`src/rtl/sa_pe_pkg.sv`:
```
// sa_pe_pkg: dataflow mode and FSM state enums plus the saturating adder
// used by sa_pe_gen2 when SA_PE_SAT_EN is defined.
package sa_pe_pkg;

  typedef enum logic { PE_OS = 1'b0, PE_WS = 1'b1 } pe_mode_e;

  typedef enum logic [1:0] {
    ST_IDLE  = 2'd0,
    ST_RUN   = 2'd1,
    ST_DRAIN = 2'd2
  } pe_state_e;

  localparam int unsigned SAT_W_MAX = 128;

  typedef struct packed {
    logic                 ovf;
    logic [SAT_W_MAX-1:0] sum;
  } sat_res_t;

  // Operands carry a right-aligned w-bit value; on overflow the sum clamps.
  function automatic sat_res_t sat_add(
    input logic [SAT_W_MAX-1:0] a,
    input logic [SAT_W_MAX-1:0] b,
    input int unsigned          w,
    input logic                 sgn
  );
    logic [SAT_W_MAX:0]   full;
    logic [SAT_W_MAX-1:0] mask;
    logic [SAT_W_MAX-1:0] sum;
    logic                 sa, sb, sr;
    sat_res_t             res;
    mask = (SAT_W_MAX'(1) << w) - SAT_W_MAX'(1);
    full = {1'b0, a} + {1'b0, b};
    sum  = full[SAT_W_MAX-1:0] & mask;
    sa   = (a >> (w - 1)) != '0;
    sb   = (b >> (w - 1)) != '0;
    sr   = (sum >> (w - 1)) != '0;
    res.ovf = 1'b0;
    res.sum = sum;
    if (sgn) begin
      if ((sa == sb) && (sr != sa)) begin
        res.ovf = 1'b1;
        res.sum = sa ? (mask >> 1) + SAT_W_MAX'(1) : (mask >> 1);
      end
    end else if ((full >> w) != '0) begin
      res.ovf = 1'b1;
      res.sum = mask;
    end
    return res;
  endfunction

endpackage

```
`src/rtl/sa_pe_mul.sv`:
```
// sa_pe_mul: registered DATA_W x DATA_W multiplier (signed or unsigned),
// full 2*DATA_W product; holds the last product when not enabled.
module sa_pe_mul #(
  parameter int DATA_W = 19
) (
  input  logic                clk,
  input  logic                rst_n,
  input  logic                en_i,
  input  logic                signed_i,
  input  logic [DATA_W-1:0]   a_i,
  input  logic [DATA_W-1:0]   b_i,
  output logic [2*DATA_W-1:0] prod_o,
  output logic                vld_o
);

  logic [2*DATA_W-1:0] a_ext, b_ext, prod_d, prod_q;
  logic                vld_q;

  // Low 2*DATA_W bits of the extended product are exact for both signednesses.
  assign a_ext  = signed_i ? {{DATA_W{a_i[DATA_W-1]}}, a_i} : {{DATA_W{1'b0}}, a_i};
  assign b_ext  = signed_i ? {{DATA_W{b_i[DATA_W-1]}}, b_i} : {{DATA_W{1'b0}}, b_i};
  assign prod_d = en_i ? a_ext * b_ext : prod_q;

  always_ff @(posedge clk or negedge rst_n) begin
    if (!rst_n) begin
      prod_q <= '0;
      vld_q  <= 1'b0;
    end else begin
      prod_q <= prod_d;
      vld_q  <= en_i;
    end
  end

  assign prod_o = prod_q;
  assign vld_o  = vld_q;

endmodule

```
`src/rtl/sa_pe_gen2.sv`:
```
// sa_pe_gen2: systolic-array PE with output-/weight-stationary dataflow.
// Define SA_PE_SAT_EN for saturating accumulation with sticky ovf; default wraps.
module sa_pe_gen2
  import sa_pe_pkg::*;
#(
  parameter int DATA_W = 19,
  parameter int ACC_W  = 2*DATA_W + 4
) (
  input  logic              clk,
  input  logic              rst_n,
  input  logic              cfg_mode,
  input  logic              cfg_signed,
  input  logic [DATA_W-1:0] act_in,
  input  logic              act_in_vld,
  output logic [DATA_W-1:0] act_out,
  output logic              act_out_vld,
  input  logic [DATA_W-1:0] w_in,
  input  logic              w_in_vld,
  output logic [DATA_W-1:0] w_out,
  output logic              w_out_vld,
  input  logic              w_swap,
  input  logic [ACC_W-1:0]  psum_in,
  output logic [ACC_W-1:0]  psum_out,
  output logic              psum_out_vld,
  input  logic              drain,
  input  logic              acc_clr,
  output logic              busy,
  output logic              ovf
);

  // state | meaning
  // IDLE  | nothing in flight; cfg follows the cfg_* inputs
  // RUN   | activations/products in flight; cfg frozen
  // DRAIN | OS shift-out, psum_out <= psum_in each cycle

  pe_state_e             state_q, state_d;
  pe_mode_e              mode_q, mode_eff;
  logic                  signed_q, signed_eff;
  logic [DATA_W-1:0]     act_out_q, w_out_q, w_out_d, shadow_q, shadow_d, w_act_q, w_act_d;
  logic                  act_vld_q, w_vld_q;
  logic [ACC_W-1:0]      psum_q, psum_d, prod_ext, add_base, add_sum;
  logic                  psum_vld_q, psum_vld_d, ovf_q, ovf_d, add_ovf;
  logic [DATA_W-1:0]     w_sel;
  logic                  mul_en, prod_vld;
  logic [2*DATA_W-1:0]   prod_r;

  assign mode_eff   = (state_q == ST_IDLE) ? pe_mode_e'(cfg_mode) : mode_q;
  assign signed_eff = (state_q == ST_IDLE) ? cfg_signed : signed_q;
  assign mul_en     = act_in_vld && (state_q != ST_DRAIN);
  assign w_sel      = (mode_eff == PE_WS) ? w_act_q : w_in;

  sa_pe_mul #(.DATA_W(DATA_W)) u_mul (
    .clk      (clk),
    .rst_n    (rst_n),
    .en_i     (mul_en),
    .signed_i (signed_eff),
    .a_i      (act_in),
    .b_i      (w_sel),
    .prod_o   (prod_r),
    .vld_o    (prod_vld)
  );

  always_comb begin
    state_d = state_q;
    case (state_q)
      ST_IDLE:  if (drain && mode_eff == PE_OS) state_d = ST_DRAIN;
                else if (act_in_vld)            state_d = ST_RUN;
      ST_RUN:   if (drain && mode_eff == PE_OS) state_d = ST_DRAIN;
                else if (!act_in_vld && !prod_vld) state_d = ST_IDLE;
      ST_DRAIN: if (!drain)                     state_d = ST_IDLE;
      default:                                  state_d = ST_IDLE;
    endcase
  end

  always_ff @(posedge clk or negedge rst_n) begin
    if (!rst_n) state_q <= ST_IDLE;
    else        state_q <= state_d;
  end

  always_comb begin
    w_out_d  = w_out_q;
    shadow_d = shadow_q;
    w_act_d  = w_act_q;
    if (mode_eff == PE_OS) begin
      w_out_d = w_in;
    end else begin
      if (w_in_vld) begin
        shadow_d = w_in;
        w_out_d  = shadow_q;
      end
      if (w_swap) w_act_d = shadow_q;
    end
  end

  always_comb begin
    prod_ext = ACC_W'(prod_r);
    if (signed_eff && prod_r[2*DATA_W-1]) prod_ext = prod_ext | ~ACC_W'({(2*DATA_W){1'b1}});
  end

  assign add_base = (mode_eff == PE_WS) ? psum_in : psum_q;

`ifdef SA_PE_SAT_EN
  sat_res_t sat_res;
  assign sat_res = sat_add(SAT_W_MAX'(add_base), SAT_W_MAX'(prod_ext), ACC_W, signed_eff);
  assign add_sum = sat_res.sum[ACC_W-1:0];
  assign add_ovf = sat_res.ovf;
`else
  assign add_sum = add_base + prod_ext;
  assign add_ovf = 1'b0;
`endif

  always_comb begin
    psum_d     = psum_q;
    psum_vld_d = 1'b0;
    ovf_d      = ovf_q;
    if (acc_clr) begin
      psum_d = '0;
      ovf_d  = 1'b0;
    end else if (state_q == ST_DRAIN) begin
      psum_d     = psum_in;
      psum_vld_d = 1'b1;
    end else if (prod_vld) begin
      psum_d     = add_sum;
      ovf_d      = ovf_q | add_ovf;
      psum_vld_d = (mode_eff == PE_WS);
    end
  end

  always_ff @(posedge clk or negedge rst_n) begin
    if (!rst_n) begin
      mode_q     <= PE_OS;
      signed_q   <= 1'b0;
      act_out_q  <= '0;
      act_vld_q  <= 1'b0;
      w_out_q    <= '0;
      w_vld_q    <= 1'b0;
      shadow_q   <= '0;
      w_act_q    <= '0;
      psum_q     <= '0;
      psum_vld_q <= 1'b0;
      ovf_q      <= 1'b0;
    end else begin
      if (state_q == ST_IDLE) begin
        mode_q   <= mode_eff;
        signed_q <= signed_eff;
      end
      act_out_q  <= act_in;
      act_vld_q  <= mul_en;
      w_out_q    <= w_out_d;
      w_vld_q    <= w_in_vld;
      shadow_q   <= shadow_d;
      w_act_q    <= w_act_d;
      psum_q     <= psum_d;
      psum_vld_q <= psum_vld_d;
      ovf_q      <= ovf_d;
    end
  end

  assign act_out      = act_out_q;
  assign act_out_vld  = act_vld_q;
  assign w_out        = w_out_q;
  assign w_out_vld    = w_vld_q;
  assign psum_out     = psum_q;
  assign psum_out_vld = psum_vld_q;
  assign busy         = (state_q != ST_IDLE);
  assign ovf          = ovf_q;

endmodule
```
`config.mk`:
```
export PLATFORM = sky130hd
export DESIGN_NAME = sa_pe_gen2
export DESIGN_NICKNAME = d
export VERILOG_FILES = /design/src/rtl/sa_pe_pkg.sv /design/src/rtl/sa_pe_mul.sv /design/src/rtl/sa_pe_gen2.sv
export SDC_FILE = /design/constraint.sdc
export NUM_CORES = 2
export LEC_CHECK = 0
export CORE_UTILIZATION = 38
export CTS_BUF_LIST = sky130_fd_sc_hd__clkbuf_16
export CTS_CLUSTER_SIZE = 30
export DETAILED_ROUTE_END_ITERATION = 10
export PLACE_DENSITY = 0.63
export REMOVE_ABC_BUFFERS = 1
export SYNTH_ARGS = -nofsm -noshare
export SYNTH_HDL_FRONTEND = slang
export SYNTH_SLANG_ARGS = --single-unit
```
`constraint.sdc`:
```
create_clock -name clk -period 24.4 [get_ports clk]
set_clock_uncertainty 0.05 [all_clocks]
set_input_delay 3.66 -clock clk [delete_from_list [all_inputs] [get_ports clk]]
set_output_delay 3.66 -clock clk [all_outputs]
set_load 0.005 [all_outputs]
```
Word-level counts from Yosys, hierarchy flattened --
Cells that the tools add are included. W data, S select, Z words.
Operators by class: add/subtract/negate cells 1, multipliers 1, eq/ne operators 7, mux-type cells 21, bitwise operators 1, reductions and logical operators 12
Operator list (number):
- $mux W42 | 5
- $mux W38 | 2
- $mux W19 | 3
- $add A42 B42 Y42 | 1
- $mul A38 B38 Y38 | 1
- $mux W2 | 5
- $ne A2 B2 Y1 const B | 3
- $pmux W2 S3 | 1
- $mux W1 | 5
- $logic_and A1 B1 Y1 | 4
- $reduce_and A2 Y1 | 2
- $ne A3 B2 Y1 const B | 1
- $ne A3 B3 Y1 const B | 1
- $reduce_and A3 Y1 | 1
- $reduce_bool A3 Y1 | 1
- $eq A2 B1 Y1 const B | 1
- $eq A2 B2 Y1 const B | 1
- $logic_not A1 Y1 | 2
- $logic_not A2 Y1 | 1
- $reduce_bool A2 Y1 | 1
- $not A1 Y1 | 1
Storage, ports and cells: flip-flop bits (word level) 163, bits of input ports 89, output and inout port bits 85, logic and storage cells 55

Depth between registers and ports, before layout --
word-level depth 8, gate-level depth with buffers 35, depth with buffers taken out 32

Cells and area by module --
Synthesis repeated with hierarchy kept, for this count alone.
Unflattened totals: cell total of the unflattened synthesis 3086, area total of the unflattened synthesis 27963.1 um^2
Modules (own cells, without submodules):
- sa_pe_mul | instances 1, cells each 2101, area an instance 19528.7 um^2, seq. area each 975.9 um^2
- sa_pe_gen2 | instances 1, cells each 985, area an instance 8434.3 um^2, seq. area each 3128.0 um^2

Least setup slack after synthesis --
No wires, ideal clock.
path type in2reg, from in cfg_mode, to reg u_mul.prod_q[32] (netlist: u_mul.prod_o[32]), setup time 125 ps, arrival time 11449 ps, required time 24225 ps, slack 12776 ps, cell stages on the path 32, buffers on the path 3, cell sequence mux2i_1 inv_1 clkbuf_1 clkbuf_1 nand2_1 nand2_1 clkbuf_1 nand2_1 inv_1 fa_1 fa_1 fa_1 inv_1 fa_1 inv_1 fa_1 inv_1 fa_1 inv_1 fa_1 inv_1 fa_1 inv_1 ha_1 nand3_1 nor2_1 nand2_1 or4_1 o211ai_1 a21oi_1 xnor2_1 mux2_2
On the way: cells in the longest elaborated chain, start to end 4
RTL lines:
- from (decl) | RTL line sa_pe_gen2.sv:11 | input logic cfg_mode,
- $mux W1 | RTL line sa_pe_gen2.sv:47 | assign mode_eff = (state_q == ST_IDLE) ? pe_mode_e'(cfg_mode) : mode_q;
- $mux W19 | RTL line sa_pe_gen2.sv:50 | assign w_sel = (mode_eff == PE_WS) ? w_act_q : w_in;
- $mux W38 | RTL line sa_pe_mul.sv:21 | assign b_ext = signed_i ? {{DATA_W{b_i[DATA_W-1]}}, b_i} : {{DATA_W{1'b0}}, b_i};
- $mul A38 B38 Y38 | RTL line sa_pe_mul.sv:22 | assign prod_d = en_i ? a_ext * b_ext : prod_q;
- to (signal assigned) | RTL line sa_pe_mul.sv:29 | prod_q <= prod_d;
- to (decl) | RTL line sa_pe_mul.sv:16 | logic [2*DATA_W-1:0] a_ext, b_ext, prod_d, prod_q;
Every way passes these cells. A chain may end at the register's enable or synchronous reset.

Worst setup path after layout --
Same ends and word-level chain as after synthesis.

==> impl_metrics.toml <==
[run_status]
status = "complete, no violations"

[final_layout]
layout_commonest_cell = "inv_1"
drive_gt1_frac = 0.0442
fill_cells = 7132
mostFrequentLayoutCells = "inv_1 (657), fa_1 (486), nand2_1 (438), and2_1 (214), ha_1 (200)"
seq_area_mm2 = 0.00408
areaGrowthSynthToFinish_pct = 11.7
fin_nets = 3926
antennaDiodeCount = 0
multi_input_area_mm2 = 0.0206

[sta]
period_share = 0.522
rsz0062_at_grt = "no"
setup_violations = 0
fmax_ghz = 0.0785
tns_ns = 0
slew_headroom = 0.371
hold_violations = 0
worstMarginPinSlew_ns = 0.943
slew_violations = 0
layout_min_cycle_time_ns = 12.74

[critical_path]
crit_required_ns = 24.72
critical_path_peak_fanout = 50
cp-end-kind = "flip-flop"
r2r_start = "state_q[1]"
cp-startpoint = "cfg_mode"
crit_type = "in -> reg"
critPathLaunchType = "primary input"
cpMostUsedCell = "fa_1"
cpMaxStageDelayCell = "fa_1"
crit_arrival_ns = 13.06
crit_path_max_incr_delay_ns = 0.62

[cts]
cts-root-buf = "clkbuf_16"
cts_buffers = 17
clk_pin_slew_worst_paths_ns = 0.07
cts_tree = "done"
worstSkewPairLatency_ns = 0.52
hold_buffers = 0
htree_levels = 4
max-clock-path-buffers = 2
cts_sinks = 163
cts.repair.resized = 0
postCtsSetupBuffers = 0

[route]
dr_total_vias = 20277
vias_per_cell = 4.93
drtIter0Drc = 1152
drc = 0
drt_wl_total_um = 72900
ant_nets = 0
drtPass1Iterations = 5
routedWlPerCell_um = 17.7

[synth]
synth_area_mm2 = 0.0277
yosys-top-cells-area = "fa_1 (35%), dfrtp_1 (15%), ha_1 (9.0%), inv_1 (8.9%), nand2_1 (5.9%)"
avgSynthCellArea_um2 = 9.02
synth_cell_types = 78
synth_top_family_by_area = "adder cells"
ys_ff_latch = 163
yosysWarnings = 0
seq_area_frac_synth = 0.147
synth-edff-count = 0
yosys.area_share.simple = 0.145
syn_inst = 3073
synth_compound_area_frac = 0.0874
yosys.area_share.adder = 0.442
async_reset_ff_frac = 1.00
synth-xor-area-share = 0.0338
synth_ff_type = "dfrtp_1"
yosysTopAreaCellShare = 0.351
post-synth-top-area-cell = "fa_1"
synthMuxAreaShare = 0.0352

[worst_hold_path]
hold_class = "reg -> reg"
min_from = "u_mul.prod_o[19]"

[grt]
grt_max_degree = 68
grt_pass1_wl_um = 118000
grt_usage = 0.206
grt_pass1_vias = 21484
antenna_found_initial = 0
gr-total-overflow = 0

[die]
rows = 98
die_area_mm2 = 0.0740
ios = 174
start_util = 0.386
die_h_um = 272
dieWidth_um = 272
core_mm2 = 0.0719

[run]
drv_cap = 0

[place]
dp_hpwl_um = 58900
io_buffers = 172
place.gp.congestion = 0.897
[kinds of logic after synthesis]
family	Yosys count
and+or+nand+nor	846
xor gates and xnor gates	107
adders and majority gates	687
DFF	163
muxes	92
AOI/OAI and AO/OA	373
other	1
buffers and inverters	804
[stage by stage]
step	setup slack, ns	area, µm²	instances	util	hold WS (ns)
floorplan	8.63	27100	2928	-	0.395
global placement	11.25	30300	4082	0.422	0.409
detailed placement	11.12	30300	4082	0.422	0.420
CTS	11.67	31000	4114	0.431	0.437
global route	11.04	31000	4114	0.431	0.456
finish	11.66	31000	4114	0.431	0.442
[flip-flops by register name (all words and copies together), names as in the netlist]
| name | cells |
|---|---|
| state_q | 2 |
| w_out_vld | 1 |
| shadow_q | 19 |
| mode_q | 1 |
| act_out | 19 |
| w_act_q | 19 |
| w_out | 19 |
| u_mul.vld_o | 1 |
| psum_out_vld | 1 |
| psum_out | 42 |
| signed_q | 1 |
| u_mul.prod_o | 38 |
[worst paths after layout]
| path | to | slack (ns) | depth (start not counted) |
|---|---|---|---|
| worst max register to register | u_mul.prod_o[32] | 14.44 | 32 |
| worst max-delay path | u_mul.prod_o[32] | 11.66 | 32 |
| max in group asynchronous | u_mul.vld_o | 20.03 | 2 |
| min in group asynchronous | act_out[11] | 2.97 | 1 |
| worst min register to register | u_mul.prod_o[19] | 0.44 | 2 |
| worst min-delay path | u_mul.prod_o[19] | 0.44 | 2 |
[cell type report]
| class | instances | area share |
|---|---|---|
| inverters | 659 | 0.0799 |
| clock buffers | 17 | 0.0137 |
| flip-flops and latches | 163 | 0.132 |
| multi-input cells | 2106 | 0.666 |
| clock inverters | 15 | 0.00659 |
| well taps | 950 | 0.0384 |
| repair buffers | 204 | 0.0635 |
[per-layer routing]
layer  part of all wire  vias to the layer above  wire length [µm]  global-route usage
met5                  0                        -                 0                   0
met4              0.024                        0              1760              0.0651
met3              0.057                       97              4140              0.0368
met2               0.45                      533             32800               0.326
met1               0.47                    10073             34100               0.285
li1                   -                     9574                 -                   -
[synthesized netlist by cell type (14+ instances only)]
| cell type | number |
|---|---|
| fa_1 | 486 |
| a31oi_1 | 17 |
| nand2b_1 | 14 |
| inv_1 | 658 |
| mux2_2 | 44 |
| a21oi_1 | 90 |
| dfrtp_1 | 163 |
| xor2_1 | 38 |
| clkbuf_1 | 126 |
| a211oi_1 | 32 |
| xnor2_1 | 69 |
| and2_1 | 214 |
| and3_1 | 22 |
| ha_1 | 200 |
| o21ai_0 | 105 |
| mux2i_1 | 48 |
| a21o_1 | 39 |
| nor2_1 | 75 |
| nand3_1 | 17 |
| nand2_1 | 439 |
[worst max-delay path, delay by kind of cell]
family | cells | cell delay, ns
fa+ha+maj | 9 | 4.50
buf+inv | 11 | 2.13
simple gates | 7 | 1.82
compound gates | 2 | 0.42
mux | 2 | 0.33
xor+xnor | 1 | 0.13
Power is not shown: default switching activity piles up to over one toggle a cycle in this logic, so the estimate is an artifact.
